**src/rtl/bcd_timer_ctrl.sv**
```systemverilog
// rtl/bcd_timer_ctrl.sv - two-digit BCD up/down timer with prescaler and IDLE/RUN/DONE control
//
// Counts a two-digit BCD value (tens:ones, 00..99) once every PRESCALE clocks
// while in RUN. lever selects the direction, sampled only on the tick edge.
// WRAP=1 wraps at the limits; WRAP=0 holds the digits and enters DONE.
//
// Optional build macro: BCD_TIMER_LEVER_SYNC_EN
//   defined   - lever passes through a two-flop synchronizer (reset value 1)
//   undefined - lever is used directly
//
// Ports:
//   clk      in   clock, rising edge
//   rst_n    in   asynchronous active-low reset
//   start    in   begin/resume counting (ignored while in RUN)
//   stop     in   pause counting, digits and prescaler hold
//   clear    in   zero the digits and return to IDLE
//   lever    in   direction, 1 = up, 0 = down
//   ones     out  BCD ones digit
//   tens     out  BCD tens digit
//   running  out  high in RUN
//   done     out  high in DONE
//   tc       out  one-cycle terminal-count pulse
module bcd_timer_ctrl #(
  parameter int unsigned PRESCALE = 4,
  parameter bit          WRAP     = 1'b1
) (
  input  logic       clk,
  input  logic       rst_n,
  input  logic       start,
  input  logic       stop,
  input  logic       clear,
  input  logic       lever,
  output logic [3:0] ones,
  output logic [3:0] tens,
  output logic       running,
  output logic       done,
  output logic       tc
);

  typedef enum logic [1:0] {
    IDLE = 2'd0,
    RUN  = 2'd1,
    DONE = 2'd2
  } state_t;

  localparam logic [7:0] PSC_LAST = 8'(PRESCALE - 1);

  state_t     state_q, state_d;
  logic [7:0] psc_q, psc_d;
  logic [3:0] ones_q, ones_d;
  logic [3:0] tens_q, tens_d;
  logic       tc_q, tc_d;
  logic       dir;

`ifdef BCD_TIMER_LEVER_SYNC_EN
  logic lever_s1, lever_s2;

  always_ff @(posedge clk or negedge rst_n) begin
    if (!rst_n) begin
      lever_s1 <= 1'b1;
      lever_s2 <= 1'b1;
    end else begin
      lever_s1 <= lever;
      lever_s2 <= lever_s1;
    end
  end

  assign dir = lever_s2;
`else
  assign dir = lever;
`endif

  always_ff @(posedge clk or negedge rst_n) begin
    if (!rst_n) begin
      state_q <= IDLE;
      psc_q   <= 8'd0;
      ones_q  <= 4'd0;
      tens_q  <= 4'd0;
      tc_q    <= 1'b0;
    end else begin
      state_q <= state_d;
      psc_q   <= psc_d;
      ones_q  <= ones_d;
      tens_q  <= tens_d;
      tc_q    <= tc_d;
    end
  end

  always_comb begin
    state_d = state_q;
    psc_d   = psc_q;
    ones_d  = ones_q;
    tens_d  = tens_q;
    tc_d    = 1'b0;

    if (clear) begin
      state_d = IDLE;
      psc_d   = 8'd0;
      ones_d  = 4'd0;
      tens_d  = 4'd0;
    end else if (stop) begin
      // stop outranks start, so a stop outside RUN simply blocks a start
      if (state_q == RUN) begin
        state_d = IDLE;
      end
    end else if (start && (state_q != RUN)) begin
      state_d = RUN;
      psc_d   = 8'd0;
    end else if (state_q == RUN) begin
      if (psc_q == PSC_LAST) begin
        psc_d = 8'd0;
        if (dir) begin
          if (tens_q == 4'd9 && ones_q == 4'd9) begin
            tc_d = 1'b1;
            if (WRAP) begin
              ones_d = 4'd0;
              tens_d = 4'd0;
            end else begin
              state_d = DONE;
            end
          end else if (ones_q == 4'd9) begin
            ones_d = 4'd0;
            tens_d = tens_q + 4'd1;
          end else begin
            ones_d = ones_q + 4'd1;
          end
        end else begin
          if (tens_q == 4'd0 && ones_q == 4'd0) begin
            tc_d = 1'b1;
            if (WRAP) begin
              ones_d = 4'd9;
              tens_d = 4'd9;
            end else begin
              state_d = DONE;
            end
          end else if (ones_q == 4'd0) begin
            ones_d = 4'd9;
            tens_d = tens_q - 4'd1;
          end else begin
            ones_d = ones_q - 4'd1;
          end
        end
      end else begin
        psc_d = psc_q + 8'd1;
      end
    end
  end

  assign ones    = ones_q;
  assign tens    = tens_q;
  assign tc      = tc_q;
  assign running = (state_q == RUN);
  assign done    = (state_q == DONE);

endmodule

```
**config.mk**
```make
export PLATFORM = sky130hd
export DESIGN_NAME = bcd_timer_ctrl
export DESIGN_NICKNAME = d
export VERILOG_FILES = /design/src/rtl/bcd_timer_ctrl.sv
export SDC_FILE = /design/constraint.sdc
export NUM_CORES = 1
export LEC_CHECK = 0
export CORE_MARGIN = 10
export CORE_UTILIZATION = 45
export CTS_BUF_LIST = sky130_fd_sc_hd__clkbuf_2 sky130_fd_sc_hd__clkbuf_4 sky130_fd_sc_hd__clkbuf_8
export DETAILED_ROUTE_END_ITERATION = 10
export DONT_BUFFER_PORTS = 1
export HOLD_SLACK_MARGIN = 0.08
export PLACE_DENSITY_LB_ADDON = 0.05
export SLEW_MARGIN = 10
export SYNTH_ARGS = -nofsm -noshare
export SYNTH_HDL_FRONTEND = slang
export SYNTH_SLANG_ARGS = --single-unit
```
**constraint.sdc**
```tcl
create_clock -name clk -period 2.5 [get_ports clk]
set_clock_uncertainty 0.05 [all_clocks]
set_input_delay 0.5 -clock clk [delete_from_list [all_inputs] [get_ports clk]]
set_output_delay 0.5 -clock clk [all_outputs]
set_load 0.1 [all_outputs]
```
Word-level counts from Yosys, hierarchy flattened --
Cells that the tools add are included.
Storage, ports and cells: register bits 19, output and inout port bits 11
Cells by class: $add $sub $neg 5, eq/ne operators 10, muxes and demuxes 37, reduce and logical (&&, ||, !) cells 14
Operators by type and width (count):
- $mux W4 | 20
- $mux W8 | 5
- $add A4 B1 Y4 const B | 2
- $add A8 B1 Y8 const B | 1
- $eq A4 B4 Y1 const B | 2
- $eq A8 B2 Y1 const B | 1
- $logic_not A4 Y1 | 2
- $mux W1 | 8
- $mux W2 | 4
- $sub A4 B1 Y4 const B | 2
- $reduce_and A6 Y1 | 1
- $reduce_bool A3 Y1 | 2
- $ne A2 B1 Y1 const B | 2
- $ne A4 B2 Y1 const B | 1
- $reduce_and A2 Y1 | 2
- $reduce_and A4 Y1 | 1
- $reduce_bool A2 Y1 | 2
- $reduce_bool A4 Y1 | 1
- $logic_and A1 B1 Y1 | 3
- $ne A3 B1 Y1 const B | 1
- $eq A2 B1 Y1 const B | 1
- $eq A2 B2 Y1 const B | 1
- $ne A2 B2 Y1 const B | 1

Longest topological paths before layout --
Gate-level depths: netlist of run 1.
word-level depth 9, gate-level depth with buffers 7

Worst setup path after synthesis of run 1 --
OpenSTA, ideal clock, no wires.
kind flip-flop to flip-flop, start point reg ones_q[1] (netlist: ones[1]), end point reg tens_q[3] (netlist: tens[3]), data arrival time 2574 ps, required time 2356 ps, setup slack -217 ps, stages on the path, launching flop included 7, path buffers 0, period minus slack after synthesis 2717 ps, path through dfrtp_1 -> inv_1 -> ha_1 -> and3b_2 -> and4_1 -> or4_1 -> a221oi_2
On the way: longest elaborated chain between the ends 9, elaborated cells between the ends (all ways) 15
Ends and longest elaborated chain:
- start, declared | line 50 | logic [3:0] ones_q, ones_d;
- start signal, assigned | line 83 | ones_q <= ones_d;
- $eq A4 B4 Y1 or $logic_not A4 Y1 (tied branches)
- $logic_and A1 B1 Y1 (on tied branches) | line 113, 128
- $mux W4 (on tied branches) | line 113, 128
- $mux W4 | line 112 | if (dir) begin
- $mux W4 | line 110 | if (psc_q == PSC_LAST) begin
- $mux W4 | line 109 | end else if (state_q == RUN) begin
- $mux W4 | line 106 | end else if (start && (state_q != RUN)) begin
- $mux W4 | line 101 | end else if (stop) begin
- $mux W4 | line 96 | if (clear) begin
- end signal, assigned | line 84 | tens_q <= tens_d;
- end, declared | line 51 | logic [3:0] tens_q, tens_d;
Parallel ways exist; a longest one is shown, timed or not. The select of a mux whose other input is x is not followed. A chain may end at the register's enable or synchronous reset.

Worst setup path after layout of run 1 --
start point reg ones_q[0] (netlist: ones[0]), end point reg tens_q[3] (netlist: tens[3])
Same word-level chain as after synthesis.

==> results of run 1 <==
worst max-delay path, stage by stage, from the launching register on:
cell                       delay (ps)
sky130_fd_sc_hd__dfrtp_2          470
sky130_fd_sc_hd__inv_1            130
sky130_fd_sc_hd__ha_1             230
sky130_fd_sc_hd__or3b_4           410
sky130_fd_sc_hd__nor3b_2          210
sky130_fd_sc_hd__nor4_1            70
sky130_fd_sc_hd__or4_1            410
sky130_fd_sc_hd__a221oi_2         220
per-stage QoR:
step	total power, W	instances	hold WS (ps)	util (%)
6_report	0.000517	174	208	52.9
5_1_grt	0.000547	174	172	52.9
4_1_cts	0.000527	174	192	52.9
3_5_place_dp	0.000355	169	155	51.3
3_3_place_gp	0.000356	169	155	51.3
2_1_floorplan	0.000355	134	154	-
power breakdown:
part	leakage [nW]	internal, W	switching (W)	total (W)
sequential	0.245	0.000294	0.00000346	0.000297
clock	0.0184	0.0000729	0.0000877	0.000161
combinational	0.342	0.0000146	0.0000439	0.0000586
total	0.605	0.000382	0.000135	0.000517
cell families (layout without fill, tap and decap cells):
kind of cell | after synthesis | count (layout) | share of synthesized area (%)
simple gates | 55 | 55 | 25.5
xor+xnor | 8 | 8 | 5.75
compound gates | 28 | 28 | 15.6
fa+ha+maj | 8 | 8 | 8.22
buf+inv | 14 | 24 | 5.96
mux | 2 | 2 | 1.64
other cells | 1 | 1 | 0.308
flops | 18 | 18 | 37.0
state kept, by name (all words and copies together) (netlist names):
name     count
tens         4
ones         4
state_q      1
psc_q        8
tc           1
Yosys cell counts, drive strengths merged:
cell / number / area [µm²]
clkbuf: 1 / 3.75
o221ai: 1 / 8.76
buf: 4 / 35.0
a21boi: 3 / 22.5
nand4: 4 / 25.0
a31oi: 1 / 6.26
o21bai: 1 / 7.51
o22ai: 2 / 12.5
xor2: 4 / 35.0
nor4: 4 / 40.0
nor2: 18 / 67.6
o21ai: 6 / 30.0
nor3b: 3 / 27.5
a311oi: 2 / 17.5
mux2i: 2 / 20.0
or2b: 1 / 8.76
nand3: 6 / 30.0
a211oi: 1 / 7.51
o211a: 2 / 20.0
nor3: 2 / 10.0
dfrtp: 18 / 450
nand2: 9 / 33.8
or4: 1 / 7.51
conb: 1 / 3.75
or3b: 1 / 11.3
ha: 8 / 100
a21oi: 7 / 35.0
a22oi: 1 / 7.51
and2b: 1 / 7.51
xnor2: 4 / 35.0
a221oi: 1 / 15.0
inv: 9 / 33.8
nand3b: 1 / 7.51
and3b: 1 / 10.0
nand2b: 1 / 6.26
and4: 2 / 17.5
placed cells by master, fill, tap and decap left out, types with 2 or more instances in the layout:
master | synthesis | final
sky130_fd_sc_hd__a311oi_1 | 2 | 2
sky130_fd_sc_hd__dfrtp_2 | 0 | 3
sky130_fd_sc_hd__nor3b_1 | 2 | 2
sky130_fd_sc_hd__a21boi_0 | 2 | 2
sky130_fd_sc_hd__o22ai_1 | 2 | 2
sky130_fd_sc_hd__o211a_1 | 2 | 2
sky130_fd_sc_hd__mux2i_1 | 2 | 2
sky130_fd_sc_hd__a21oi_1 | 7 | 7
sky130_fd_sc_hd__nand4_1 | 4 | 4
sky130_fd_sc_hd__clkbuf_4 | 0 | 4
sky130_fd_sc_hd__dfrtp_1 | 18 | 15
sky130_fd_sc_hd__nor4_1 | 3 | 3
sky130_fd_sc_hd__nand2_1 | 9 | 9
sky130_fd_sc_hd__and4_1 | 2 | 2
sky130_fd_sc_hd__inv_1 | 9 | 9
sky130_fd_sc_hd__nor2_1 | 18 | 18
sky130_fd_sc_hd__xnor2_1 | 4 | 4
sky130_fd_sc_hd__buf_4 | 1 | 10
sky130_fd_sc_hd__nor3_1 | 2 | 2
sky130_fd_sc_hd__ha_1 | 8 | 8
sky130_fd_sc_hd__xor2_1 | 4 | 4
sky130_fd_sc_hd__nand3_1 | 6 | 6
sky130_fd_sc_hd__o21ai_0 | 6 | 6
timing repair:
action | in CTS | in global routing
setup buffers | 0 | 0
hold buffers | 1 | 0
setup endpoints to repair | 0 | 0
endpoints found under the hold margin | 18 | 0
area by class of cell:
| cell class | count | share of cell area (%) |
|---|---|---|
| inverter | 9 | 2.53 |
| sequential | 18 | 34.0 |
| tap | 30 | 2.81 |
| timing repair buffer | 11 | 6.37 |
| clock buffer | 4 | 2.25 |
| multi-input combinational | 102 | 52.0 |
per-layer routing:
metal  up-vias  part of all wire [%]  GRT usage [%]
met5         -                     0              0
met4         0                  0.36           1.72
met3         2                   8.9           5.17
met2        29                    43           14.8
met1       467                    47           13.1
li1        494                     -              -
worst max path at each step:
| stage | start | endpoint | slack [ps] | cells after the start |
|---|---|---|---|---|
| 5_1_grt | ones[0] | tens[3] | 40 | 7 |
| 3_3_place_gp | ones[0] | tens[3] | 310 | 7 |
| 4_1_cts | ones[0] | tens[3] | 210 | 7 |
| 3_5_place_dp | ones[0] | tens[3] | 250 | 7 |
| 2_1_floorplan | ones[2] | tens[3] | 40 | 6 |
| 6_report | ones[0] | tens[3] | 210 | 7 |
==> results_tabular.tex, run 1 <==
\begin{tabular}{lr}
\hline
Metric & Value \\
\hline
\multicolumn{2}{l}{\textbf{Outcome}} \\
Result of the run & finished clean \\
\multicolumn{2}{l}{\textbf{Global route}} \\
Pin count of the biggest net entering global routing & 21 \\
Total gr overflow & 0 \\
Number of global-route vias before repair & slightly above 900 \\
Wire length of the first global-routing pass & about 4.4 mm \\
Initial antenna violation count & 0 \\
Gr usage total & 10.1\% \\
\multicolumn{2}{l}{\textbf{Floorplan}} \\
Row Count & 18 \\
I/O pin count & 17 \\
Die X-Extent & about 72 µm \\
Initial Util & 48.3\% \\
Die footprint & a little over 5000 µm² \\
Core Box Area & 2520 µm² \\
Y dimension of the die & 72.0 µm \\
\multicolumn{2}{l}{\textbf{Layout}} \\
Final std cell area, no fill & approximately 1300 µm² \\
Inserted Diodes & 0 \\
Area delta synth->final & 9.66\% \\
Register cell area after layout & about 450 µm² \\
Filler cell count & around 240 \\
Area used by multi-input combinational logic & roughly 690 µm² \\
Share of final-layout standard cells stronger than drive strength 1 & 16.0\% \\
Net count, final & $\sim$160 \\
\multicolumn{2}{l}{\textbf{Yosys}} \\
Flop and latch count out of synthesis & 18 \\
Synthesized netlist cell count & 134 \\
Total number of yosys warnings & 0 \\
Area of the mapped netlist & roughly 1200 µm² \\
Seq/Total Area, Yosys & $\sim$37\% \\
Average instance area after synthesis & around 9 µm² \\
Distinct cell type count of the synthesized netlist & 41 \\
Net count after synthesis & 148 \\
\multicolumn{2}{l}{\textbf{Detailed routing}} \\
Routed Antenna Nets & 0 \\
Routed wire length & roughly 2.5 mm \\
Total via count after detailed routing & around 990 \\
Number of detailed-routing iterations run before antenna repair & 4 \\
WL/cell & about 15 µm \\
Post-route DRC violation count & 0 \\
Post-DR vias/cell & between 5 and 6 \\
Count of routing violations after the opening detailed-route iteration & 52 \\
\multicolumn{2}{l}{\textbf{Timing}} \\
Headroom to the max-slew limit & between 40\% and 50\% \\
Count of endpoints failing hold in the final timing report & 0 \\
Number of setup violations in the final report & 0 \\
Slew of the pin with the lowest slew margin & approximately 830 ps \\
Total negative slack & 0 ps \\
RSZ-0062 raised after global routing & no \\
Smallest setup slack after layout & $\sim$210 ps \\
Min Clock Period, post-route & around 2300 ps \\
Achievable clock frequency & 437 MHz \\
Final max-slew violation count & 0 \\
Crit share post-route & 91.4\% \\
\multicolumn{2}{l}{\textbf{Critical path}} \\
WP data required & approximately 2700 ps \\
Crit Path Category & reg -> reg \\
Worst reg2reg endpoint & tens[3] \\
Arr. time, crit path & 2440 ps \\
Category of the worst setup path launch point & flip-flop \\
Register-to-register setup slack & 210 ps \\
Number of cells traversed by the worst register-to-register path & 7 \\
Critical path peak fanout & 8 \\
Worst reg2reg path startpoint & ones[0] \\
Worst setup EP type & flip-flop \\
\multicolumn{2}{l}{\textbf{Min path}} \\
Cell depth of the worst min-delay path & 1 \\
End of the worst hold path & psc\_q[0] \\
Critical hold path startpoint & clear \\
Worst hold-check path type & in -> reg \\
\multicolumn{2}{l}{\textbf{Pwr}} \\
Leakage power & 0.605 nW \\
Cell area power density & approximately 390 nW/µm² \\
Largest vdd supply drop & 386 µV \\
\multicolumn{2}{l}{\textbf{Clock tree}} \\
TritonCTS clock tree & done \\
H-tree lvl count & 1 \\
Buffer levels on the longest clock path & 2 \\
Master cell of the clock root buffer & sky130\_fd\_sc\_hd\_\_clkbuf\_4 \\
Clock sink count & 18 \\
Post-CTS sizing & 0 \\
Number of buffers created by CTS & 3 \\
Clock latency at the later pin of the worst-skew pair & a little under 300 ps \\
Clock-pin slew on the worst setup and hold paths & around 100 ps \\
\multicolumn{2}{l}{\textbf{Placed design}} \\
Placed Instance Area & around 1300 µm² \\
DPL Wire Length & roughly 1.9 mm \\
Pre-CTS setup slack & roughly 250 ps \\
Gpl congestion & between 0.7 and 0.8 \\
IO Port Bufs & 0 \\
\multicolumn{2}{l}{\textbf{Job}} \\
Number of max-capacitance violations reported & 0 \\
\hline
\end{tabular}
No activity file was read; power rests on OpenSTA's default activity.
==> inputs of run 2 (changes only) <==
--- a/config.mk
+++ b/config.mk
@@ -5,6 +5,7 @@
 export SDC_FILE = /design/constraint.sdc
 export NUM_CORES = 1
 export LEC_CHECK = 0
+export CAP_MARGIN = 20
 export CORE_MARGIN = 10
 export CORE_UTILIZATION = 45
 export CTS_BUF_LIST = sky130_fd_sc_hd__clkbuf_2 sky130_fd_sc_hd__clkbuf_4 sky130_fd_sc_hd__clkbuf_8
==> results of run 2 <==
Final layout, timing and power as in run 1 (identical DEF).
==> inputs of run 3 (changes only) <==
--- a/config.mk
+++ b/config.mk
@@ -6,6 +6,7 @@
 export NUM_CORES = 1
 export LEC_CHECK = 0
 export CAP_MARGIN = 20
+export CORE_ASPECT_RATIO = 0.7
 export CORE_MARGIN = 10
 export CORE_UTILIZATION = 45
 export CTS_BUF_LIST = sky130_fd_sc_hd__clkbuf_2 sky130_fd_sc_hd__clkbuf_4 sky130_fd_sc_hd__clkbuf_8
==> run 3 against run 2 <==
Global-route usage decreased by 0.13 points. Cell count increased by 2.9%. Final area increased by 2.3%. Critical path depth unchanged. Critical path type unchanged. Highest routed layer unchanged.
==> results_tabular.tex, run 3 (synthesized netlist as in run 1, its figures left out) <==
\begin{tabular}{lr}
\hline
Metric & Value \\
\hline
\multicolumn{2}{l}{\textbf{Floorplan}} \\
Initial Util & 48.4\% (+0.14 points) \\
Row Count & 15 (-3) \\
Core Box Area & 2510 µm² (-0.30\%) \\
Die footprint & 5220 µm² (+0.63\%) \\
Y dimension of the die & 63.5 µm (-12\%) \\
I/O pin count & 17 (unchanged) \\
Die X-Extent & 82.2 µm (+14\%) \\
\multicolumn{2}{l}{\textbf{Layout}} \\
Commonest cells after routing, fill and taps aside & 18 x sky130\_fd\_sc\_hd\_\_nor2\_1, 15 x sky130\_fd\_sc\_hd\_\_dfrtp\_1, 11 x sky130\_fd\_sc\_hd\_\_buf\_4 \\
Largest Register & psc\_q \\
Inserted Diodes & 0 (unchanged) \\
Largest register FFs & 8 (unchanged) \\
Post-layout instance count excluding filler cells & 179 (+2.9\%) \\
Share of final-layout standard cells stronger than drive strength 1 & 16.6\% (+0.58 points) \\
Net count, final & 160 (+0.63\%) \\
Commonest non-fill, non-tap cell in the layout & sky130\_fd\_sc\_hd\_\_nor2\_1 \\
Area delta synth->final & 12.2\% \\
\multicolumn{2}{l}{\textbf{Detailed routing}} \\
Number of detailed-routing iterations run before antenna repair & 4 (unchanged) \\
Routed wire length & 2.55 mm (+0.91\%) \\
Post-route DRC violation count & 0 (unchanged) \\
Routed Antenna Nets & 0 (unchanged) \\
WL/cell & 14.2 µm (-1.9\%) \\
Count of routing violations after the opening detailed-route iteration & 25 (-52\%) \\
Post-DR vias/cell & 5.42 (-4.9\%) \\
Total via count after detailed routing & 970 (-2.2\%) \\
\multicolumn{2}{l}{\textbf{Critical path}} \\
Crit Path Category & reg -> reg \\
Ordered list of cells on the worst path & inv\_1 > ha\_1 > or3b\_4 > nor3b\_2 > nor4\_1 > or4\_1 > a221oi\_2 \\
CP peak stage delay & 420 ps (-50 ps) \\
WP data required & 2610 ps (-40 ps) \\
Critical path peak fanout & 5 (-3) \\
Arr. time, crit path & 2320 ps (-120 ps) \\
Category of the worst setup path launch point & flip-flop \\
Worst setup EP type & flip-flop \\
Slowest cell on the critical path & sky130\_fd\_sc\_hd\_\_dfrtp\_2 \\
\multicolumn{2}{l}{\textbf{Global route}} \\
Wire length of the first global-routing pass & 4.21 mm (-4.7\%) \\
Initial antenna violation count & 0 (unchanged) \\
Gr usage total & 10.0\% (-0.13 points) \\
Total gr overflow & 0 (unchanged) \\
Pin count of the biggest net entering global routing & 21 (unchanged) \\
Number of global-route vias before repair & 855 (-7.6\%) \\
\multicolumn{2}{l}{\textbf{Placed design}} \\
Number of placed instances with taps included & 174 (+3.0\%) \\
Gpl congestion & 0.814 (+6.4\%) \\
IO Port Bufs & 0 (unchanged) \\
DPL Wire Length & 1.98 mm (+5.6\%) \\
\multicolumn{2}{l}{\textbf{Min path}} \\
Worst hold-check path type & in -> reg \\
\multicolumn{2}{l}{\textbf{Timing}} \\
Achievable clock frequency & 453 MHz (+3.6\%) \\
Count of endpoints failing hold in the final timing report & 0 (unchanged) \\
Final max-slew violation count & 0 (unchanged) \\
Min Clock Period, post-route & 2210 ps (-79.6 ps) \\
Slew of the pin with the lowest slew margin & 824 ps (-9.95 ps) \\
Total negative slack & 0 ps (unchanged) \\
Crit share post-route & 88.2\% (-3.2 points) \\
Headroom to the max-slew limit & 44.9\% (+0.67 points) \\
Number of setup violations in the final report & 0 (unchanged) \\
RSZ-0062 raised after global routing & no \\
\multicolumn{2}{l}{\textbf{Clock tree}} \\
Clock-pin slew on the worst setup and hold paths & 70 ps (-30 ps) \\
Post-CTS sizing & 0 (unchanged) \\
Clock sink count & 18 (unchanged) \\
TritonCTS clock tree & done \\
Clock latency at the later pin of the worst-skew pair & 250 ps (-40 ps) \\
Number of buffers created by CTS & 3 (unchanged) \\
Master cell of the clock root buffer & sky130\_fd\_sc\_hd\_\_clkbuf\_8 \\
Buffer levels on the longest clock path & 2 (unchanged) \\
H-tree lvl count & 1 (unchanged) \\
\multicolumn{2}{l}{\textbf{Job}} \\
Number of max-capacitance violations reported & 0 (unchanged) \\
\multicolumn{2}{l}{\textbf{Pwr}} \\
Cell area power density & 421 nW/µm² (+8.7\%) \\
Largest vdd supply drop & 315 µV (-18\%) \\
Leakage power & 0.618 nW (+2.2\%) \\
\multicolumn{2}{l}{\textbf{Outcome}} \\
Result of the run & finished clean \\
\hline
\end{tabular}
==> run 3: cell count changes in the layout (fill, tap and decap cells not counted), sizes merged <==
cell	before	now
buf	10	11
==> run 3: report_power, final <==
part	switching (W)	internal (W)	leakage, nW
clock network	0.0000943	0.000124	0.0262
registers	0.00000358	0.000294	0.245
logic	0.0000443	0.0000147	0.348
total	0.000142	0.000433	0.618
==> run 3: metal layers <==
| metal | global-route usage, % | vias to the layer above | wire (µm) |
|---|---|---|---|
| met1 | 14.1 | 452 | 1300 |
| met4 | 1.91 | 0 | 13 |
| met5 | 0 | - | 0 |
| li1 | - | 496 | - |
| met3 | 5.10 | 2 | 192 |
| met2 | 13.1 | 20 | 1040 |
==> run 3: cell type report <==
type,count,area [µm²]
sequential,18,454
tap,34,42.5
timing repair buffer,12,92.6
inverter,9,33.8
clock buffer,4,48.8
multi-input combinational,102,694
fill,237,1150
==> run 3: worst paths after layout <==
path,startpoint,endpoint,slack [ps],cells after the start
max,ones[0],tens[3],290,7
min,clear,psc_q[0],250,1
max reg2reg,ones[0],tens[3],290,7
min reg2reg,psc_q[7],psc_q[7],510,2
max in group asynchronous,rst_n,tens[1],1100,1
min in group asynchronous,rst_n,psc_q[3],740,1
==> run 3: stage by stage <==
step	instance area, µm²	setup slack (ps)	util [%]	hold slack (ps)	power (W)
floorplan	1220	36.5	-	154	0.000355
global route	1370	127	54.3	241	0.000603
finish	1370	294	54.3	255	0.000575
global placement	1310	351	52.0	155	0.000355
CTS	1370	291	54.3	247	0.000584
detailed placement	1310	313	52.0	155	0.000356
==> run 3: worst max-delay path, delay by kind of cell (launching register included) <==
kind            cells  cell delay, ps
fa+ha+maj           1             220
compound gates      1             220
buf+inv             1             110
flops               1             420
simple gates        4            1100
==> run 3: what timing repair did <==
item / in CTS / in global routing
hold buffers: 1 / 0
endpoints found under the hold margin: 18 / 0
setup buffers: 0 / 0
